File: config.mk
export PLATFORM = sky130hd
export DESIGN_NAME = if_fetch_unit
export DESIGN_NICKNAME = d
export VERILOG_FILES = /design/src/rtl/if_pkg.sv /design/src/rtl/if_skid_buf.sv /design/src/rtl/if_fetch_unit.sv
export SDC_FILE = /design/constraint.sdc
export NUM_CORES = 1
export LEC_CHECK = 0
export ABC_CLOCK_PERIOD_IN_PS = 6000
export BUFFER_PORTS_ARGS = -buffer_cell sky130_fd_sc_hd__buf_2
export CORE_MARGIN = 2
export CORE_UTILIZATION = 40
export DETAILED_ROUTE_END_ITERATION = 16
export PLACE_DENSITY = 0.78
export SLEW_MARGIN = 5
export SYNTH_ARGS = -nofsm -noshare
export SYNTH_HDL_FRONTEND = slang
export SYNTH_SLANG_ARGS = --single-unit
File: constraint.sdc
create_clock -name clk -period 6 [get_ports clk]
set_input_delay 0.3 -clock clk [delete_from_list [all_inputs] [get_ports clk]]
set_output_delay 0.3 -clock clk [all_outputs]
set_load 0.05 [all_outputs]
File: src/rtl/if_pkg.sv
// Shared types and constants for the instruction-fetch stage.
package if_pkg;
    typedef enum logic [1:0] {
        S_IDLE = 2'd0,
        S_REQ  = 2'd1,
        S_WAIT = 2'd2
    } fetch_state_t;

    localparam int          DEFAULT_N        = 32;
    localparam logic [31:0] NOP_INSTR        = 32'h0000_0000;
    localparam logic [31:0] DEFAULT_RESET_PC = 32'h0000_0000;
    localparam logic [31:0] DEFAULT_PC_STEP  = 32'h0000_0004;
endpackage

File: src/rtl/if_skid_buf.sv
// One-entry pc+instruction holding buffer used while the decode stage is stalled.
module if_skid_buf #(
    parameter int N = 32
) (
    input  logic         clk,
    input  logic         rst,
    input  logic         load,
    input  logic         drain,
    input  logic         clear,
    input  logic [N-1:0] load_pc,
    input  logic [N-1:0] load_instr,
    output logic         valid,
    output logic [N-1:0] pc,
    output logic [N-1:0] instr
);
    logic         valid_reg;
    logic [N-1:0] pc_reg;
    logic [N-1:0] instr_reg;

    always_ff @(posedge clk) begin
        if (rst || clear) begin
            valid_reg <= 1'b0;
        end else if (load) begin
            valid_reg <= 1'b1;
        end else if (drain) begin
            valid_reg <= 1'b0;
        end

        if (rst) begin
            pc_reg    <= '0;
            instr_reg <= '0;
        end else if (load) begin
            pc_reg    <= load_pc;
            instr_reg <= load_instr;
        end
    end

    assign valid = valid_reg;
    assign pc    = pc_reg;
    assign instr = instr_reg;
endmodule

File: src/rtl/if_fetch_unit.sv
// Instruction-fetch stage: owns the PC, issues one-outstanding imem requests, drives IF/ID.
// Define IF_PERF_CNT_EN to add delivered-instruction and bubble-cycle counters.
module if_fetch_unit
    import if_pkg::*;
#(
    parameter int             N        = DEFAULT_N,
    parameter logic [N-1:0]   RESET_PC = N'(DEFAULT_RESET_PC),
    parameter logic [N-1:0]   PC_STEP  = N'(DEFAULT_PC_STEP)
) (
    input  logic         clk,
    input  logic         rst,
    input  logic         stall,
    input  logic         redirect_valid,
    input  logic [N-1:0] redirect_pc,
    output logic         imem_req,
    output logic [N-1:0] imem_addr,
    input  logic         imem_gnt,
    input  logic         imem_rvalid,
    input  logic [N-1:0] imem_rdata,
    output logic [N-1:0] pc_out,
    output logic [N-1:0] instruction_out,
    output logic [N-1:0] pc_hazard,
    output logic [N-1:0] instruction_hazard,
    output logic         ifid_write,
`ifdef IF_PERF_CNT_EN
    output logic [31:0]  perf_fetch_cnt,
    output logic [31:0]  perf_bubble_cnt,
`endif
    output logic         flush
);
    fetch_state_t state_reg, state_next;
    logic [N-1:0] pc_reg, pc_next;
    logic         drop_reg, drop_next;
    logic [N-1:0] last_pc_reg, last_pc_next;
    logic [N-1:0] last_instr_reg, last_instr_next;

    logic         pend_valid, pend_load, pend_drain, pend_clear;
    logic [N-1:0] pend_pc, pend_instr;
    logic         in_wait, rsp, grant, accept;

    if_skid_buf #(.N(N)) u_skid (
        .clk        (clk),
        .rst        (rst),
        .load       (pend_load),
        .drain      (pend_drain),
        .clear      (pend_clear),
        .load_pc    (pc_reg),
        .load_instr (imem_rdata),
        .valid      (pend_valid),
        .pc         (pend_pc),
        .instr      (pend_instr)
    );

    // Requests are suppressed while a word is parked, so the buffer cannot overflow.
    assign imem_req  = !rst && (state_reg == S_REQ) && !pend_valid;
    assign imem_addr = pc_reg;
    assign in_wait   = (state_reg == S_WAIT);
    assign rsp       = imem_rvalid && in_wait;
    assign grant     = imem_req && imem_gnt;
    assign accept    = rsp && !drop_reg && !redirect_valid;

    assign pc_hazard          = last_pc_reg;
    assign instruction_hazard = last_instr_reg;

    always_comb begin
        state_next      = state_reg;
        pc_next         = pc_reg;
        drop_next       = drop_reg;
        last_pc_next    = last_pc_reg;
        last_instr_next = last_instr_reg;
        pend_load       = 1'b0;
        pend_drain      = 1'b0;
        pend_clear      = 1'b0;
        flush           = 1'b1;
        ifid_write      = 1'b0;
        pc_out          = '0;
        instruction_out = N'(NOP_INSTR);

        if (!rst) begin
            case (state_reg)
                S_IDLE:  state_next = S_REQ;
                S_REQ:   if (grant) state_next = S_WAIT;
                S_WAIT:  if (rsp) state_next = S_REQ;
                default: state_next = S_IDLE;
            endcase
            if (rsp && drop_reg) begin
                drop_next = 1'b0;
            end
            if (accept) begin
                pc_next = pc_reg + PC_STEP;
            end

            if (redirect_valid) begin
                pc_next         = redirect_pc;
                pend_clear      = 1'b1;
                last_pc_next    = '0;
                last_instr_next = '0;
                // A request already in flight must have its response discarded.
                if (grant || (in_wait && !rsp)) begin
                    drop_next  = 1'b1;
                    state_next = S_WAIT;
                end else begin
                    drop_next  = 1'b0;
                    state_next = S_REQ;
                end
            end else if (stall) begin
                flush      = 1'b0;
                ifid_write = 1'b1;
                pend_load  = accept;
            end else if (pend_valid) begin
                flush           = 1'b0;
                pc_out          = pend_pc;
                instruction_out = pend_instr;
                pend_drain      = 1'b1;
                last_pc_next    = pend_pc;
                last_instr_next = pend_instr;
            end else if (accept) begin
                flush           = 1'b0;
                pc_out          = pc_reg;
                instruction_out = imem_rdata;
                last_pc_next    = pc_reg;
                last_instr_next = imem_rdata;
            end else begin
                last_pc_next    = '0;
                last_instr_next = '0;
            end
        end
    end

    always_ff @(posedge clk) begin
        if (rst) begin
            state_reg      <= S_IDLE;
            pc_reg         <= RESET_PC;
            drop_reg       <= 1'b0;
            last_pc_reg    <= '0;
            last_instr_reg <= '0;
        end else begin
            state_reg      <= state_next;
            pc_reg         <= pc_next;
            drop_reg       <= drop_next;
            last_pc_reg    <= last_pc_next;
            last_instr_reg <= last_instr_next;
        end
    end

`ifdef IF_PERF_CNT_EN
    logic [31:0] fetch_cnt_reg, bubble_cnt_reg;

    always_ff @(posedge clk) begin
        if (rst) begin
            fetch_cnt_reg  <= '0;
            bubble_cnt_reg <= '0;
        end else begin
            if (!flush && !ifid_write) fetch_cnt_reg <= fetch_cnt_reg + 32'd1;
            if (flush) bubble_cnt_reg <= bubble_cnt_reg + 32'd1;
        end
    end

    assign perf_fetch_cnt  = fetch_cnt_reg;
    assign perf_bubble_cnt = bubble_cnt_reg;
`endif
endmodule

==> key figures, run 1 <==
Setup path
  • Largest delay contributor family on the critical path: simple AND/OR/NAND/NOR gates
  • Worst path most repeated cell: buf_4
  • CP max FO: 19
  • Crit. End Element: output port
  • CP arrival: 3.19 ns
  • Buf+Inv Stages, Crit Path: 3
  • WS Path Type: reg2out
  • Critical Path Source Type: register
  • Required @ worst endpoint: 5.70 ns
  • Slowest cell on crit path: nor4bb_4
  • CP cell instances: nor4bb_4 > buf_4 > buf_4 > a32oi_1 > nor2_1 > buf_2
  • CP peak stage delay: 0.96 ns

Logic synthesis
  • Syn Inst Count: 833
  • Sequential share of the synthesized area: 0.468
  • Syn_area_per_cell: 8.42 um2
  • Synth Warn #: 0
  • #FFs+latches synth: 164
  • Synth Flop Type: dfxtp_1
  • Ys async rst share: 0
  • Synth area leaders: dfxtp_1 47%, a32oi_1 8.0%, nand2_1 7.7%, a21o_1 6.8%, nor2_1 5.3%
  • Mapped Nets: 904
  • Top post-synthesis cells by count: 164 x dfxtp_1, 144 x nand2_1, 99 x nor2_1, 67 x a21oi_1
  • Yosys cell types: 51
  • Mapped cell area: 7020 um2
  • Top-count cell post-synth: dfxtp_1
  • Post-synth EDFFs: 0
  • Synth area leader: dfxtp_1
  • Synth top area share: 0.468

Cells and area
  • Fill count: 1675
  • Design area: 8830 um2
  • Area of the multi-input gates: 3400 um2
  • Final std cells w/o fill: 1254
  • Fraction of layout cells with a size suffix above 1: 0.279
  • Final core utilization: 0.512
  • Reg area: 3280 um2
  • P&R area growth vs syn: 25.9%
  • Layout Nets: 1085

STA
  • Final Hold Viols: 0
  • Max Fclk: 0.286 GHz
  • Final setup fails: 0
  • Final Cycle Share: 0.582
  • Slew at the pin closest to its max-slew limit: 1.29 ns
  • Max-slew violations: 0
  • Final min period: 3.49 ns
  • Unrepaired setup endpoints after global routing: false
  • Setup TNS: 0 ns
  • Fin Clk Skew: 0.0112 ns
  • Relative slew slack: 0.139

GRT
  • GR peak layer: met2
  • Global-route wire length before repair: 32600 um
  • M2 GR Usage: 0.362
  • Vias in the first global route: 6363
  • Remaining Overflow, GRT: 0
  • Largest net degree at the start of global routing: 76
  • Met3 Use GR: 0.0522
  • Met1 GRT Util: 0.281
  • Gr usage total: 0.220
  • Initial antenna violation count: 2

Placed design
  • Placed Area: 8230 um2
  • Placer congestion estimate: 0.806
  • IO Port Bufs: 232
  • Placed cells: 1220
  • Detailed placement HPWL: 13700 um

Routing
  • Vias post-DR: 6993
  • Final ANT Viol Nets: 0
  • Routed Wire Length: 20800 um
  • Pre-antenna DRT Iters: 5
  • Remaining routing DRC violations: 0
  • Routed WL per cell: 16.6 um
  • Initial drt markers: 547
  • Average via count per standard cell: 5.58

Clock tree
  • Root Buffer: clkbuf_16
  • Clock sinks: 164
  • Postcts setup bufs: 0
  • TritonCTS Buffers: 17
  • Depth of the CTS H-tree: 4
  • Worst-Skew Late Latency: 0.42 ns
  • CTS tree: yes
  • Resized cells post-CTS: 0
  • Clk buf depth: 2
  • CTS Hold Bufs: 0
  • Clock slew at reported path FFs: 0.06 ns

Pwr
  • PwrDens: 276 nW/um2
  • Worst IR Drop VDD: 0.000203 V
  • Power after layout: 2.43 mW
  • Net Sw Frac: 0.257
  • Internal power: 1.81 mW
  • Logic pwr share: 0.076
  • Psw: 0.625 mW
  • Leak: 4.02 nW
  • Power share of the clock group: 0.454
  • Sequential share of power: 0.470

Die
  • # rows: 48
  • I/O Pins: 233
  • Die extent in x: 136 um
  • Die Area: 18600 um2
  • Core Area: 17200 um2
  • Die height: 136 um
  • Initial Util: 0.407

Status
  • Status: finished, final reports clean

Hold path
  • Worst hold path class: in2reg

Run
  • Max-Cap Viols: 0
-- layout make-up --
cell class / count / share of cell area
multi-input cells: 583 / 0.385
inverters: 6 / 0.00255
flip-flops and latches: 164 / 0.372
repair buffers: 242 / 0.140
diodes: 2 / 0.000567
clock buffers: 22 / 0.0537
well taps: 225 / 0.0319
clock inverters: 10 / 0.0140
-- cell families (layout without fill, tap and decap cells) --
group	count (synthesis)	in the layout	synth area share
buffers and inverters	86	280	0.0519
AO/OA/AOI/OAI	248	248	0.256
adder cells (fa/ha/maj)	1	1	0.00178
other	0	2	0
AND/OR/NAND/NOR	324	324	0.210
multiplexers	2	2	0.00285
XOR/XNOR	8	8	0.00999
flip-flops	164	164	0.468
-- worst min-delay path, stage by stage --
cell and delay (ns):
buf_2 0.07, mux2i_1 0.06, nor2_1 0.07
-- metrics by stage --
step / hold slack, ns / worst slack, ns
global route: 0.115 / 2.25
floorplan: 0.436 / 3.23
CTS: 0.0931 / 2.51
finish: 0.117 / 2.51
global placement: 0.427 / 2.93
detailed placement: 0.434 / 2.87
-- cell usage in the layout, fill, tap and decap left out, drive strengths merged, types with 5 or more instances in the layout --
master / instances
a211oi: 10
inv: 7
nor3: 8
a32oi: 64
and4: 5
or3: 6
a21oi: 67
clkbuf: 22
clkinv: 5
a311oi: 17
nor4: 7
nand3: 14
xnor2: 6
dfxtp: 164
or4: 12
o31ai: 10
buf: 242
nand2: 144
nor2: 99
nand4: 9
a21o: 64
-- layer usage --
layer / part of all wire / up-vias / wire length (um)
li1: - / 3383 / -
met1: 0.43 / 3321 / 9010
met2: 0.48 / 266 / 9920
met3: 0.071 / 23 / 1480
met4: 0.018 / 0 / 370
met5: 0 / - / 0
-- power groups by stage --
stage,Sequential (mW),Clock [mW],Combinational [mW]
2_1_floorplan,1.20,0,0.0805
3_3_place_gp,1.17,0,0.185
3_5_place_dp,1.17,0,0.186
4_1_cts,1.14,1.13,0.187
5_1_grt,1.15,1.17,0.199
6_report,1.14,1.10,0.186
-- path summary, 6_finish.rpt --
kind / start / to / slack, ns / cells past startpoint
min: redirect_pc[1] / imem_addr[1] / 0.12 / 3
max reg2reg: state_reg[1] / u_skid.instr[10] / 2.82 / 6
min reg2reg: pc_hazard[19] / pc_hazard[19] / 0.44 / 1
max: state_reg[1] / pc_out[6] / 2.51 / 6
(Power assumes the default switching activity.)
==> inputs of run 2 (changes only) <==
--- a/config.mk
+++ b/config.mk
@@ -5,12 +5,12 @@
 export SDC_FILE = /design/constraint.sdc
 export NUM_CORES = 1
 export LEC_CHECK = 0
-export ABC_CLOCK_PERIOD_IN_PS = 6000
+export ABC_CLOCK_PERIOD_IN_PS = 3150
 export BUFFER_PORTS_ARGS = -buffer_cell sky130_fd_sc_hd__buf_2
 export CORE_MARGIN = 2
 export CORE_UTILIZATION = 40
 export DETAILED_ROUTE_END_ITERATION = 16
-export PLACE_DENSITY = 0.78
+export PLACE_DENSITY = 0.8
 export SLEW_MARGIN = 5
 export SYNTH_ARGS = -nofsm -noshare
 export SYNTH_HDL_FRONTEND = slang
==> constraint.sdc (replaced) <==
create_clock -name clk -period 3.15 [get_ports clk]
set_input_delay 0.1575 -clock clk [delete_from_list [all_inputs] [get_ports clk]]
set_output_delay 0.1575 -clock clk [all_outputs]
set_load 0.05 [all_outputs]
==> key figures, run 2 (synthesis gave the netlist of run 1 again) <==
Cells and area
  • Most common cell after layout, fill and taps aside: buf_2
  • P&R area growth vs syn: 31.7%
  • Layout Nets: 1132
  • Commonest non-fill, non-tap cells in the layout: 231 x buf_2, 163 x dfxtp_1, 143 x nand2_1
  • Area of the multi-input gates: 3400 um2
  • Ant diodes: 0
  • Fill count: 1604
  • Reg area: 3280 um2
  • Fraction of layout cells with a size suffix above 1: 0.272

Die
  • Die Area: 18600 um2
  • Die extent in x: 136 um
  • I/O Pins: 233
  • Core Area: 17200 um2
  • Initial Util: 0.407
  • Die height: 136 um
  • # rows: 48

Hold path
  • Worst hold path class: in2reg

Routing
  • Routed WL per cell: 16.6 um
  • Average via count per standard cell: 5.60
  • Initial drt markers: 413
  • Final ANT Viol Nets: 0
  • Vias post-DR: 7279
  • Remaining routing DRC violations: 0
  • Pre-antenna DRT Iters: 5
  • Routed Wire Length: 21600 um

Pwr
  • Power after layout: 4.53 mW
  • Power share of the clock group: 0.431
  • Net Sw Frac: 0.265
  • PwrDens: 491 nW/um2
  • Worst IR Drop VDD: 0.000361 V
  • Internal power: 3.33 mW
  • Logic pwr share: 0.090
  • Sequential share of power: 0.479
  • Psw: 1.20 mW
  • Leak: 4.19 nW

Clock tree
  • CTS tree: yes
  • Clock sinks: 164
  • Root Buffer: clkbuf_16
  • TritonCTS Buffers: 17
  • Worst-Skew Late Latency: 0.42 ns
  • Clock slew at reported path FFs: 0.06 ns
  • Clk buf depth: 2
  • Depth of the CTS H-tree: 4

GRT
  • Gr usage total: 0.229
  • Largest net degree at the start of global routing: 105
  • Vias in the first global route: 6770
  • Global-route wire length before repair: 34100 um
  • Initial antenna violation count: 0
  • Remaining Overflow, GRT: 0

STA
  • Final setup fails: 0
  • Fin Clk Skew: 0.00809 ns
  • Setup TNS: 0 ns
  • Max Fclk: 0.361 GHz
  • Max-slew violations: 0
  • Final Hold Viols: 0
  • Unrepaired setup endpoints after global routing: false
  • Relative slew slack: 0.257
  • Slew at the pin closest to its max-slew limit: 1.11 ns
  • Final min period: 2.77 ns
  • Final Cycle Share: 0.879

Run
  • Max-Cap Viols: 0

Placed design
  • Detailed placement HPWL: 13900 um
  • IO Port Bufs: 232
  • Placer congestion estimate: 0.827

Setup path
  • WS Path Type: reg2out
  • CP max FO: 39
  • Crit. End Element: output port
  • CP arrival: 2.61 ns
  • Critical Path Source Type: register
  • Required @ worst endpoint: 2.99 ns

Status
  • Status: finished, final reports clean
==> run 2: worst max-delay path, cell delays in order, from the launching register on <==
cell and delay, ns:
dfxtp_1 0.48, nor4bb_4 0.43, buf_4 0.49, a32oi_1 0.23
nor2_1 0.24, buf_2 0.31
==> run 2: path summary, 6_finish.rpt <==
kind | start | end | slack (ns) | depth (start not counted)
worst max-delay path | state_reg[1] | instruction_out[15] | 0.38 | 5
worst min-delay path | redirect_pc[18] | imem_addr[18] | 0.01 | 3
worst max register to register | imem_addr[2] | imem_addr[18] | 0.67 | 5
worst min register to register | pc_hazard[3] | pc_hazard[3] | 0.44 | 1
==> run 2: per-layer routing <==
metal | GRT usage | part of all wire | vias to the layer above
met4 | 0.0926 | 0.024 | 0
met5 | 0 | 0 | -
met1 | 0.294 | 0.43 | 3473
met2 | 0.378 | 0.48 | 299
li1 | - | - | 3469
met3 | 0.0466 | 0.064 | 38
==> run 2: stage by stage <==
| stage | hold slack (ns) | util | std cells | setup WS (ns) | area [um2] |
|---|---|---|---|---|---|
| after floorplan | 0.293 | - | 833 | 0.376 | 7020 |
| after global placement | 0.391 | 0.481 | 1226 | 0.870 | 8290 |
| after global routing | 0.00519 | 0.536 | 1299 | 0.257 | 9240 |
| after detailed placement | 0.405 | 0.481 | 1226 | 0.769 | 8290 |
| after CTS | 0.000301 | 0.536 | 1299 | 0.458 | 9240 |
| final | 0.0114 | 0.536 | 1299 | 0.380 | 9240 |
==> run 2: power groups by stage <==
stage / Sequential (mW) / Combinational (mW) / Clock [mW]
final: 2.17 / 0.407 / 1.95
after global routing: 2.18 / 0.434 / 2.08
after CTS: 2.17 / 0.407 / 1.99
after detailed placement: 2.22 / 0.364 / 0
after global placement: 2.22 / 0.360 / 0
after floorplan: 2.29 / 0.153 / 0
==> run 2: area by class of cell <==
cell class / count / area share
multi-input cells: 583 / 0.368
flip-flops and latches: 164 / 0.355
repair buffers: 289 / 0.185
clock buffers: 20 / 0.0472
well taps: 225 / 0.0305
clock inverters: 12 / 0.0118
inverters: 6 / 0.00244
==> run 2: timing repair <==
action | in CTS | in global routing
endpoints found under the hold margin | 41 | 0
buffers inserted | 0 | 0
hold buffers | 41 | 0
gates resized for setup | 0 | 0
